**config.mk**
```make
export PLATFORM = sky130hd
export DESIGN_NAME = abc_stimulus_sequencer
export DESIGN_NICKNAME = d
export VERILOG_FILES = /design/src/rtl/sequencer_pkg.sv /design/src/rtl/dwell_timer.sv /design/src/rtl/abc_stimulus_sequencer.sv
export SDC_FILE = /design/constraint.sdc
export NUM_CORES = 1
export LEC_CHECK = 0
export ABC_AREA = 1
export CAP_MARGIN = 0
export CELL_PAD_IN_SITES_DETAIL_PLACEMENT = 0
export CELL_PAD_IN_SITES_GLOBAL_PLACEMENT = 2
export CORE_ASPECT_RATIO = 1.2
export CORE_MARGIN = 4
export CORE_UTILIZATION = 32
export DETAILED_ROUTE_END_ITERATION = 10
export HOLD_SLACK_MARGIN = 0.02
export PLACE_DENSITY = 0.77
export SLEW_MARGIN = 20
export SYNTH_ARGS = -nofsm -noshare
export SYNTH_HDL_FRONTEND = slang
export SYNTH_HIERARCHICAL = 1
export SYNTH_SLANG_ARGS = --single-unit
```
**constraint.sdc**
```tcl
create_clock -name clk -period 2.4 [get_ports clk]
set_input_delay 0.48 -clock clk [delete_from_list [all_inputs] [get_ports clk]]
set_output_delay 0.48 -clock clk [all_outputs]
set_load 0.005 [all_outputs]
```
**src/rtl/sequencer_pkg.sv**
```systemverilog
// Shared encodings and helpers for the A/B/C stimulus sequencer.
package sequencer_pkg;

  localparam int unsigned STATE_W = 2;
  localparam int unsigned STEP_W  = 3;

  localparam logic [STATE_W-1:0] S_IDLE = 2'd0;
  localparam logic [STATE_W-1:0] S_RUN  = 2'd1;
  localparam logic [STATE_W-1:0] S_DONE = 2'd2;

  localparam logic [STEP_W-1:0] LAST_STEP = 3'd7;

  // Reflected binary Gray code of a 3-bit step number.
  function automatic logic [STEP_W-1:0] bin2gray3(input logic [STEP_W-1:0] b);
    return b ^ (b >> 1);
  endfunction

endpackage

```
**src/rtl/dwell_timer.sv**
```systemverilog
// Counts cycles within one pattern; tick marks the last cycle of the dwell.
module dwell_timer #(
  parameter int unsigned DWELL   = 8,
  parameter int unsigned DWELL_W = 8
) (
  input  logic clk,
  input  logic rst_n,
  input  logic clr,
  input  logic en,
  output logic tick
);

  logic [DWELL_W-1:0] count_q;
  logic               at_last;

  assign at_last = (count_q == DWELL_W'(DWELL - 1));
  assign tick    = en && at_last;

  // Dwell counter: clear wins, otherwise wrap at DWELL-1 while enabled.
  always_ff @(posedge clk or negedge rst_n) begin
    if (!rst_n) begin
      count_q <= '0;
    end else if (clr) begin
      count_q <= '0;
    end else if (en) begin
      if (at_last) begin
        count_q <= '0;
      end else begin
        count_q <= count_q + DWELL_W'(1);
      end
    end
  end

endmodule

```
**src/rtl/abc_stimulus_sequencer.sv**
```systemverilog
// Sweeps {A,B,C} through all eight 3-bit codes in binary or Gray order,
// holding each for DWELL cycles, with a start/busy/done/abort handshake.
module abc_stimulus_sequencer
  import sequencer_pkg::*;
#(
  parameter int unsigned DWELL   = 8,
  parameter int unsigned DWELL_W = 8
) (
  input  logic              clk,
  input  logic              rst_n,
  input  logic              start,
  input  logic              mode,
  input  logic              repeat_en,
  input  logic              abort,
  output logic              A,
  output logic              B,
  output logic              C,
  output logic              valid,
  output logic              busy,
  output logic              done,
  output logic [STEP_W-1:0] step_idx
);

  logic [STATE_W-1:0] state_q;
  logic [STATE_W-1:0] state_d;
  logic [STEP_W-1:0]  step_d;
  logic [STEP_W-1:0]  abc_d;
  logic               mode_q;
  logic               mode_d;
  logic               valid_d;
  logic               busy_d;
  logic               done_d;
  logic               tick;
  logic               timer_en;
  logic               timer_clr;

  // Timer runs only in RUN; leaving RUN or aborting returns it to zero.
  assign timer_en  = (state_q == S_RUN);
  assign timer_clr = (state_q != S_RUN) || abort;

  dwell_timer #(
    .DWELL   (DWELL),
    .DWELL_W (DWELL_W)
  ) u_dwell_timer (
    .clk   (clk),
    .rst_n (rst_n),
    .clr   (timer_clr),
    .en    (timer_en),
    .tick  (tick)
  );

  // State and registered outputs.
  always_ff @(posedge clk or negedge rst_n) begin
    if (!rst_n) begin
      state_q  <= S_IDLE;
      step_idx <= '0;
      mode_q   <= 1'b0;
      {A, B, C} <= 3'b000;
      valid    <= 1'b0;
      busy     <= 1'b0;
      done     <= 1'b0;
    end else begin
      state_q  <= state_d;
      step_idx <= step_d;
      mode_q   <= mode_d;
      {A, B, C} <= abc_d;
      valid    <= valid_d;
      busy     <= busy_d;
      done     <= done_d;
    end
  end

  // Next state: abort outranks completion; DONE always falls back to IDLE.
  always_comb begin
    state_d = state_q;
    case (state_q)
      S_IDLE: begin
        if (start) begin
          state_d = S_RUN;
        end
      end
      S_RUN: begin
        if (abort) begin
          state_d = S_IDLE;
        end else if (tick && (step_idx == LAST_STEP) && !repeat_en) begin
          state_d = S_DONE;
        end
      end
      S_DONE:  state_d = S_IDLE;
      default: state_d = S_IDLE;
    endcase
  end

  // Output values for the upcoming state, registered above.
  always_comb begin
    step_d  = '0;
    mode_d  = mode_q;
    abc_d   = '0;
    valid_d = 1'b0;
    busy_d  = 1'b0;
    done_d  = 1'b0;
    case (state_d)
      S_RUN: begin
        valid_d = 1'b1;
        busy_d  = 1'b1;
        if (state_q == S_IDLE) begin
          step_d = '0;
          mode_d = mode;
        end else if (tick) begin
          step_d = step_idx + 3'd1;
        end else begin
          step_d = step_idx;
        end
        abc_d = mode_d ? bin2gray3(step_d) : step_d;
      end
      S_DONE: begin
        done_d = 1'b1;
      end
      default: begin
      end
    endcase
  end

endmodule
```
======== Word level (Yosys, flattened, before mapping) ========
Index checks and enable logic that the tools add are counted.
storage, ports and cells
  register bits after elaboration ......... 19
  input port bits ......................... 6
  word-level logic and storage cells ...... 42
operators by class
  $add $sub $neg .......................... 2
  equal/unequal tests ..................... 6
  mux-type cells .......................... 17
  bitwise logic cells ..................... 1
  reduce and logical (&&, ||, !) cells .... 7
operators with widths
  operator               number
  $mux W8                3
  $mux W3                6
  $add A8 B1 Y8 const B  1
  $eq A8 B3 Y1 const B   1
  $mux W2                3
  $eq A2 B1 Y1 const B   2
  $mux W1                4
  $pmux W2 S2            1
  $add A3 B1 Y3 const B  1
  $eq A3 B3 Y1 const B   1
  $logic_and A1 B1 Y1    3
  $xor A3 B2 Y3          1
  $eq A2 B2 Y1 const B   1
  $logic_not A2 Y1       1
  $ne A2 B1 Y1 const B   1
  $reduce_bool A2 Y1     1
  $logic_not A1 Y1       1
  $logic_or A1 B1 Y1     1

======== Depth between registers and ports, before layout ========
Gate-level depths: netlist (run 1).
  word-level depth ........................ 12
  mapped depth ............................ 12
  gate-level depth less buffers ........... 12

======== Modules after synthesis ========
Netlist (run 1), hierarchy kept.
modules (own cells, without submodules)
  module                  instances  cells an instance  area each (um2)  seq. area each (um2)
  abc_stimulus_sequencer  1          64                 518.0            250.2
  dwell_timer             1          71                 501.7            200.2

======== Least setup slack after synthesis (run 1) ========
No wires, ideal clock.
  path type ............................... reg-to-reg
  from .................................... reg u_dwell_timer.count_q[1]
  to ...................................... reg B
  data arrival time ....................... 1.367 ns
  data required time ...................... 2.283 ns
  setup slack ............................. 0.916 ns
  stages on the path, launching flop included .. 11
  buffers on the path ..................... 0
  clock period less this slack ............ 1.484 ns
  cells stage by stage .................... dfrtp_1 ha_1 nand3_1 nor2_1 nand2_1 inv_1 nor2_1 nor2_2 inv_2 nor2_1 nor2_1
on the way
  longest elaborated chain between the ends .. 9
RTL lines
  element                           line                           source
  start: declaration                dwell_timer.sv:13              logic [DWELL_W-1:0] count_q;
  start signal: assignment          dwell_timer.sv:29              count_q <= count_q + DWELL_W'(1);
  $eq A8 B3 Y1 *                    dwell_timer.sv:16              assign at_last = (count_q == DWELL_W'(DWELL - 1));
  $logic_and A1 B1 Y1 *             dwell_timer.sv:17              assign tick = en && at_last;
  net tick                          abc_stimulus_sequencer.sv:33   logic tick;
  $logic_and A1 B1 Y1 (2 in a row)  abc_stimulus_sequencer.sv:85   end else if (tick && (step_idx == LAST_STEP) && !repeat_en) begin
  $mux W2                           abc_stimulus_sequencer.sv:85
  $mux W2                           abc_stimulus_sequencer.sv:83   if (abort) begin
  $pmux W2 S2                       abc_stimulus_sequencer.sv:76   case (state_q)
  $eq A2 B1 Y1                      abc_stimulus_sequencer.sv:102  case (state_d)
  $mux W3 *                         abc_stimulus_sequencer.sv:102
  net abc_d[1]                      abc_stimulus_sequencer.sv:27   logic [STEP_W-1:0] abc_d;
  end signal: assignment            abc_stimulus_sequencer.sv:58   {A, B, C} <= 3'b000;
  end signal: assignment            abc_stimulus_sequencer.sv:66   {A, B, C} <= abc_d;
  end: declaration                  abc_stimulus_sequencer.sv:16   output logic B,
The timed path passes the listed nets; every way through them passes the cells marked *. The select of a mux whose other input is x is not followed.
A chain may end at the register's enable or synchronous reset.

======== Worst setup path after layout (run 1) ========
Ends and elaborated chain as after synthesis.

==> results of run 1 <==
-- worst max-delay path by stage --
stage | endpoint | slack (ps) | cells past startpoint
after floorplan | B | 920 | 10
after global placement | u_dwell_timer/count_q[7] | 610 | 9
after detailed placement | u_dwell_timer/count_q[6] | 590 | 9
after CTS | B | 620 | 11
after global routing | C | 470 | 10
final | B | 660 | 11
-- critical path, stage by stage, from the launching register on --
cell and delay [ps]:
dfrtp_1 420, ha_1 220, nand3_1 110, nor2_1 110, nand2_1 80, inv_1 210, nor2_1 80, nor2_1 180
nand2_1 90, nand2_1 60, nand2_1 40, nor2_1 80
-- registers in the layout (all words and copies together) (netlist names) --
signal	cells
A	1
B	1
C	1
busy	1
done	1
mode_q	1
state_q	2
step_idx	2
u_dwell_timer/count_q	8
-- final cells by class --
cell class	instances	area, sq um
clock buffers	3	22.52
fillers	318	1836
well taps	36	45.04
flip-flops and latches	18	450.4
repair buffers	15	147.6
inverters	22	82.58
multi-input cells	93	471.7
-- power by group --
group | total, uW | internal (uW) | leakage (uW) | switching [uW]
sequential | 336 | 322 | 0.000245 | 14.1
combinational | 114 | 43.3 | 0.000321 | 70.8
clock | 155 | 58.3 | 0.0000138 | 96.7
total | 605 | 424 | 0.000580 | 182
-- stage by stage --
| stage | util, % | hold WS [ps] | setup WS, ps | total power [uW] |
|---|---|---|---|---|
| after floorplan | - | 184.4 | 916.0 | 419.0 |
| after global placement | 39.19 | 461.1 | 614.5 | 461.7 |
| after detailed placement | 39.19 | 463.9 | 590.5 | 460.6 |
| final | 39.93 | 484.1 | 663.1 | 605.1 |
| after CTS | 39.93 | 491.2 | 618.9 | 619.6 |
| after global routing | 39.93 | 510.5 | 467.9 | 646.9 |
-- cells in the mapped netlist --
master / n / area [sq um]
nand3_1: 8 / 40.04
dfrtp_1: 18 / 450.4
nor2_1: 24 / 90.09
nand2_4: 2 / 22.52
nand4_1: 4 / 25.02
nand2_1: 31 / 116.4
ha_1: 4 / 50.05
o21ai_1: 1 / 5.000
o21ai_0: 6 / 30.03
nor2_2: 6 / 37.54
nand3b_2: 1 / 11.26
o21ai_4: 1 / 16.27
buf_4: 2 / 15.01
a21oi_1: 3 / 15.01
nand2_2: 2 / 12.51
inv_2: 5 / 18.77
inv_1: 17 / 63.81
-- layer usage --
layer | wire length (um) | share of wire (%)
met5 | 0 | 0
met4 | 23 | 1.1
met3 | 61 | 3.0
met2 | 1110 | 54
met1 | 843 | 41
-- logic make-up (layout without fill, tap and decap cells) --
logic type	after synthesis	count (layout)
AOI/OAI and AO/OA	11	11
buffers and inverters	24	40
adders and majority gates	4	4
DFF	18	18
and+or+nand+nor	78	78
==> impl_metrics.csv, run 1 <==
group,metric,value,unit
synthesis,syn_avg_cell_area,7.554,sq um
grt,grt_max_degree,19,
drt,drt-wirelength-per-cell,10.90,um
grt,grt.overflow.total,0,
worst_setup_path,r2r_start,"u_dwell_timer/count_q[1]",
synthesis,synth_xor_area_share,0,%
timing,setup_viol,0,
layout,fin_area,1220,sq um
synthesis,yosys.area_share.adder,4.908,%
worst_setup_path,crit_path_end_kind,"register",
worst_setup_path,critPathMaxFanout,7,
cts,clkTransAtPathRegs,110,ps
grt,grt_pass1_wl,3746,um
layout,finalNetCount,163,
timing,maxSlewViolCount,0,
timing,min_period_over_period,72.37,%
synthesis,ys_warn_count,6,
timing,slew-limit-headroom,83.62,%
synthesis,synthMuxAreaShare,0,%
layout,antenna-diode-count,0,
worst_setup_path,critPathLaunch,"u_dwell_timer/count_q[1]",
die,initial_core_util,33.37,%
grt,met3_usage,2.048,%
timing,hold_violations,0,
die,dieArea,4157,sq um
cts,cts_root_buf,"clkbuf_4",
grt,grtUsageMet1,13.75,%
cts,ctsHtreeMaxLevel,1,
drt,vias,855,
layout,final_common_cell,"nand2_1",
cts,cts_buffer_depth,2,
cts,clkSinkCount,18,
die,die_x,59.53,um
worst_setup_path,rr_endpoint,"B",
die,io_pins,15,
worst_setup_path,r2r_setup_slack,660,ps
synthesis,syn_nets,145,
grt,antenna_found_initial,0,
run,maxCapViolations,0,
drt,vias_per_cell,4.572,
drt,wl,2038,um
layout,drive_gt1_share,13.91,%
layout,final_cell_mix,"nand2_1 (31), nor2_1 (24), dfrtp_1 (18), inv_1 (17), clkdlybuf4s50_1 (14)",
min_path,holdPathStages,2,
worst_setup_path,crit_required,2630,ps
power,power_density,496.0,nW/um^2
power,ir_worst_vdd,0.0002443,V
die,core_area,3055,sq um
drt,first_pass_iters,4,
placed_design,placed_area,1197,sq um
synthesis,syn_inst,135,
layout,fin_cells,187,
cts,cts_hold_buffers,0,
timing,fmax,575.7,MHz
min_path,worstHoldStart,"mode_q",
synthesis,synth.yosys.seq_area_share,44.17,%
cts,cts_tree,"built",
min_path,holdCritPathClass,"register to register",
synthesis,yosys.area_share.simple,34.85,%
grt,grtUsageTotal,11.55,%
worst_setup_path,rr_worst_depth,11,
timing,finalSetupTns,0,ps
die,fp-row-count,22,
cts,cts_resized,0,
synthesis,synth_top_family_by_area,"simple AND/OR/NAND/NOR gates",
cts,cts_buffers,3,
power,leakage,0.0005798,uW
worst_setup_path,crit_arrival,1970,ps
timing,rsz0062_at_grt,"false",
timing,fin_skew,4.941,ps
synthesis,synth-seq-cells,18,
drt,remaining_drc_errors,0,
cts,cts_setup_buffers,0,
synthesis,synth_area,1020,sq um
synthesis,synth_compound_gate_area_share,6.503,%
synthesis,ys_types,17,
placed_design,dp_hpwl,1590,um
timing,fin_crit,1737,ps
placed_design,portBuffers,14,
worst_setup_path,worst-setup-path-type,"register to register",
placed_design,routabilityCongestion,0.7276,
status,status,"completed",
min_path,hold_end,"mode_q",
grt,grt-busiest-layer,"met2",
grt,grt_pass1_vias,877,
grt,grt_use_met2,19.93,%
die,dieHeight,69.84,um
timing,worst_pin_slew,245.7,ps
cts,clock_latency,290,ps
layout,area_growth,19.63,%
placed_design,dp.cells,184,
worst_setup_path,start_kind,"register",
drt,ant_nets,0,
drt,drt_iter0_drc,23,
(Power assumes the default switching activity.)
==> run 2, diff against run 1 <==
CORE_UTILIZATION = 30   (was 32)
PLACE_DENSITY = 0.73   (was 0.77)
clock period = 1.75 ns   (was 2.4 ns; I/O delays follow)
==> run 2 against run 1 <==
Compared with the run above: flip-flop and latch count is the same; worst setup slack got worse by 500 ps; die area increased by 5.8%; utilization is 1.7 points higher; sequential share of layout area shrank 2.7 points; global-route usage rose by 0.25 points; non-clock buffer count up 11; wire length grew 9.0%; design area rose by 7.9%; register-to-register slack worse by 460 ps; largest cell class unchanged; largest power group unchanged; highest routed layer unchanged.
==> impl_metrics.csv, run 2 (synthesis gave the netlist of run 1 again) <==
group,metric,value,unit
timing,fin_crit,1590,ps
cts,cts_resized,0,
worst_setup_path,critPathBufInv,1,
layout,drive_gt1_share,20.86,%
cts,cts_root_buf,"clkbuf_4",
die,initial_core_util,32.21,%
cts,cts_setup_buffers,0,
cts,clkTransAtPathRegs,110,ps
worst_setup_path,worst-setup-path-type,"register to output port",
power,leakage,0.0006399,uW
layout,antenna-diode-count,0,
layout,largest_register_ffs,8,
layout,fin_util,41.58,%
grt,grt-busiest-layer,"met2",
layout,final_cell_mix,"nand2_1 (31), nor2_1 (24), dfrtp_1 (18), inv_1 (16), clkdlybuf4s50_1 (14)",
cts,cts_tree,"built",
drt,first_pass_iters,4,
placed_design,dp_hpwl,1771,um
layout,area_growth,29.08,%
layout,final_common_cell,"nand2_1",
worst_setup_path,crit_path_end_kind,"output port",
timing,min_period_over_period,90.88,%
worst_setup_path,crit_required,1400,ps
grt,antenna_found_initial,0,
worst_setup_path,crit_arrival,1240,ps
worst_setup_path,r2r_start,"u_dwell_timer/count_q[0]",
drt,vias_per_cell,4.482,
cts,cts_hold_buffers,0,
grt,grtUsageTotal,11.80,%
power,ir_worst_vdd,0.0004129,V
timing,hold_violations,0,
grt,grtUsageMet1,13.23,%
die,fp-row-count,22,
power,finalPower,910.6,uW
drt,drt_iter0_drc,43,
placed_design,portBuffers,14,
placed_design,routabilityCongestion,0.7531,
grt,grt.overflow.total,0,
worst_setup_path,crit_path_cell_trace,"clkdlybuf4s50_1",
die,core_area,3166,sq um
grt,met3_usage,1.802,%
timing,maxSlewViolCount,0,
drt,drt-wirelength-per-cell,11.17,um
timing,fin_skew,2.888,ps
grt,grt_pass1_wl,3864,um
worst_setup_path,cpPeakStageDelay,530,ps
timing,fmax,628.8,MHz
die,die_x,61.22,um
power,power_density,691.8,nW/um^2
worst_setup_path,slowest_stage,"clkdlybuf4s50_1",
die,io_pins,15,
layout,finalNetCount,174,
worst_setup_path,critPathMaxFanout,3,
timing,slew-limit-headroom,83.48,%
status,status,"completed",
min_path,holdCritPathClass,"input pin to async pin",
layout,top_register,"u_dwell_timer/count_q",
timing,worst_pin_slew,247.8,ps
worst_setup_path,start_kind,"register",
drt,ant_nets,0,
worst_setup_path,critPathLaunch,"step_idx[1]",
grt,grt_pass1_vias,909,
cts,clock_latency,290,ps
cts,cts_buffers,3,
worst_setup_path,cp_top_family,"buffers and inverters",
grt,grt_max_degree,19,
die,dieHeight,71.87,um
run,maxCapViolations,0,
cts,clkSinkCount,18,
drt,vias,892,
drt,remaining_drc_errors,0,
timing,finalSetupTns,0,ps
drt,wl,2222,um
die,dieArea,4400,sq um
cts,ctsHtreeMaxLevel,1,
grt,grt_use_met2,20.94,%
timing,setup_viol,0,
layout,reg.largest.list,"u_dwell_timer/count_q x8, state_q x2, step_idx x2",
cts,cts_buffer_depth,2,
layout,nFillCells,320,
timing,rsz0062_at_grt,"false",
## run 2: cell types whose count changed in the layout (fill, tap and decap cells not counted), sizes merged
cell and delta:
clkbuf +1, buf +11
## run 2: layout make-up
class / instances / area (sq um) / area share (%)
clock buffer: 4 / 36.28 / 2.757
inverter: 22 / 82.58 / 6.274
multi-input combinational: 93 / 471.7 / 35.84
sequential: 18 / 450.4 / 34.22
tap: 36 / 45.04 / 3.422
timing repair buffer: 26 / 230.2 / 17.49
## run 2: path summary, 6_finish.rpt
kind                                                  to  slack [ps]  cells past startpoint
worst max-delay path                         step_idx[1]         160                      1
worst min-delay path            u_dwell_timer/count_q[4]         370                      2
worst max register to register                         C         200                     11
worst min register to register                    mode_q         500                      2
max in group asynchronous                     state_q[1]        1180                      2
min in group clk                                  mode_q         500                      2
## run 2: per-layer routing
| metal | vias up | wire [um] |
|---|---|---|
| met2 | 10 | 1207 |
| met4 | 0 | 23 |
| li1 | 472 | - |
| met3 | 2 | 45 |
| met5 | - | 0 |
| met1 | 408 | 946 |
## run 2: report_power, final
group	leakage, uW	switching (uW)	internal, uW
clock	0.0000210	137	127
sequential	0.000245	13.6	441
combinational	0.000374	111	81.7
## run 2: through the flow
stage                     hold slack (ps)  setup slack [ps]  instances  area, sq um
after floorplan                     54.41             266.0        135         1020
after global placement              464.6             64.32        195         1280
after detailed placement            471.6             96.27        195         1280
after CTS                           371.4             143.0        199         1316
after global routing                376.9             70.87        199         1316
final                               370.8             159.7        199         1316
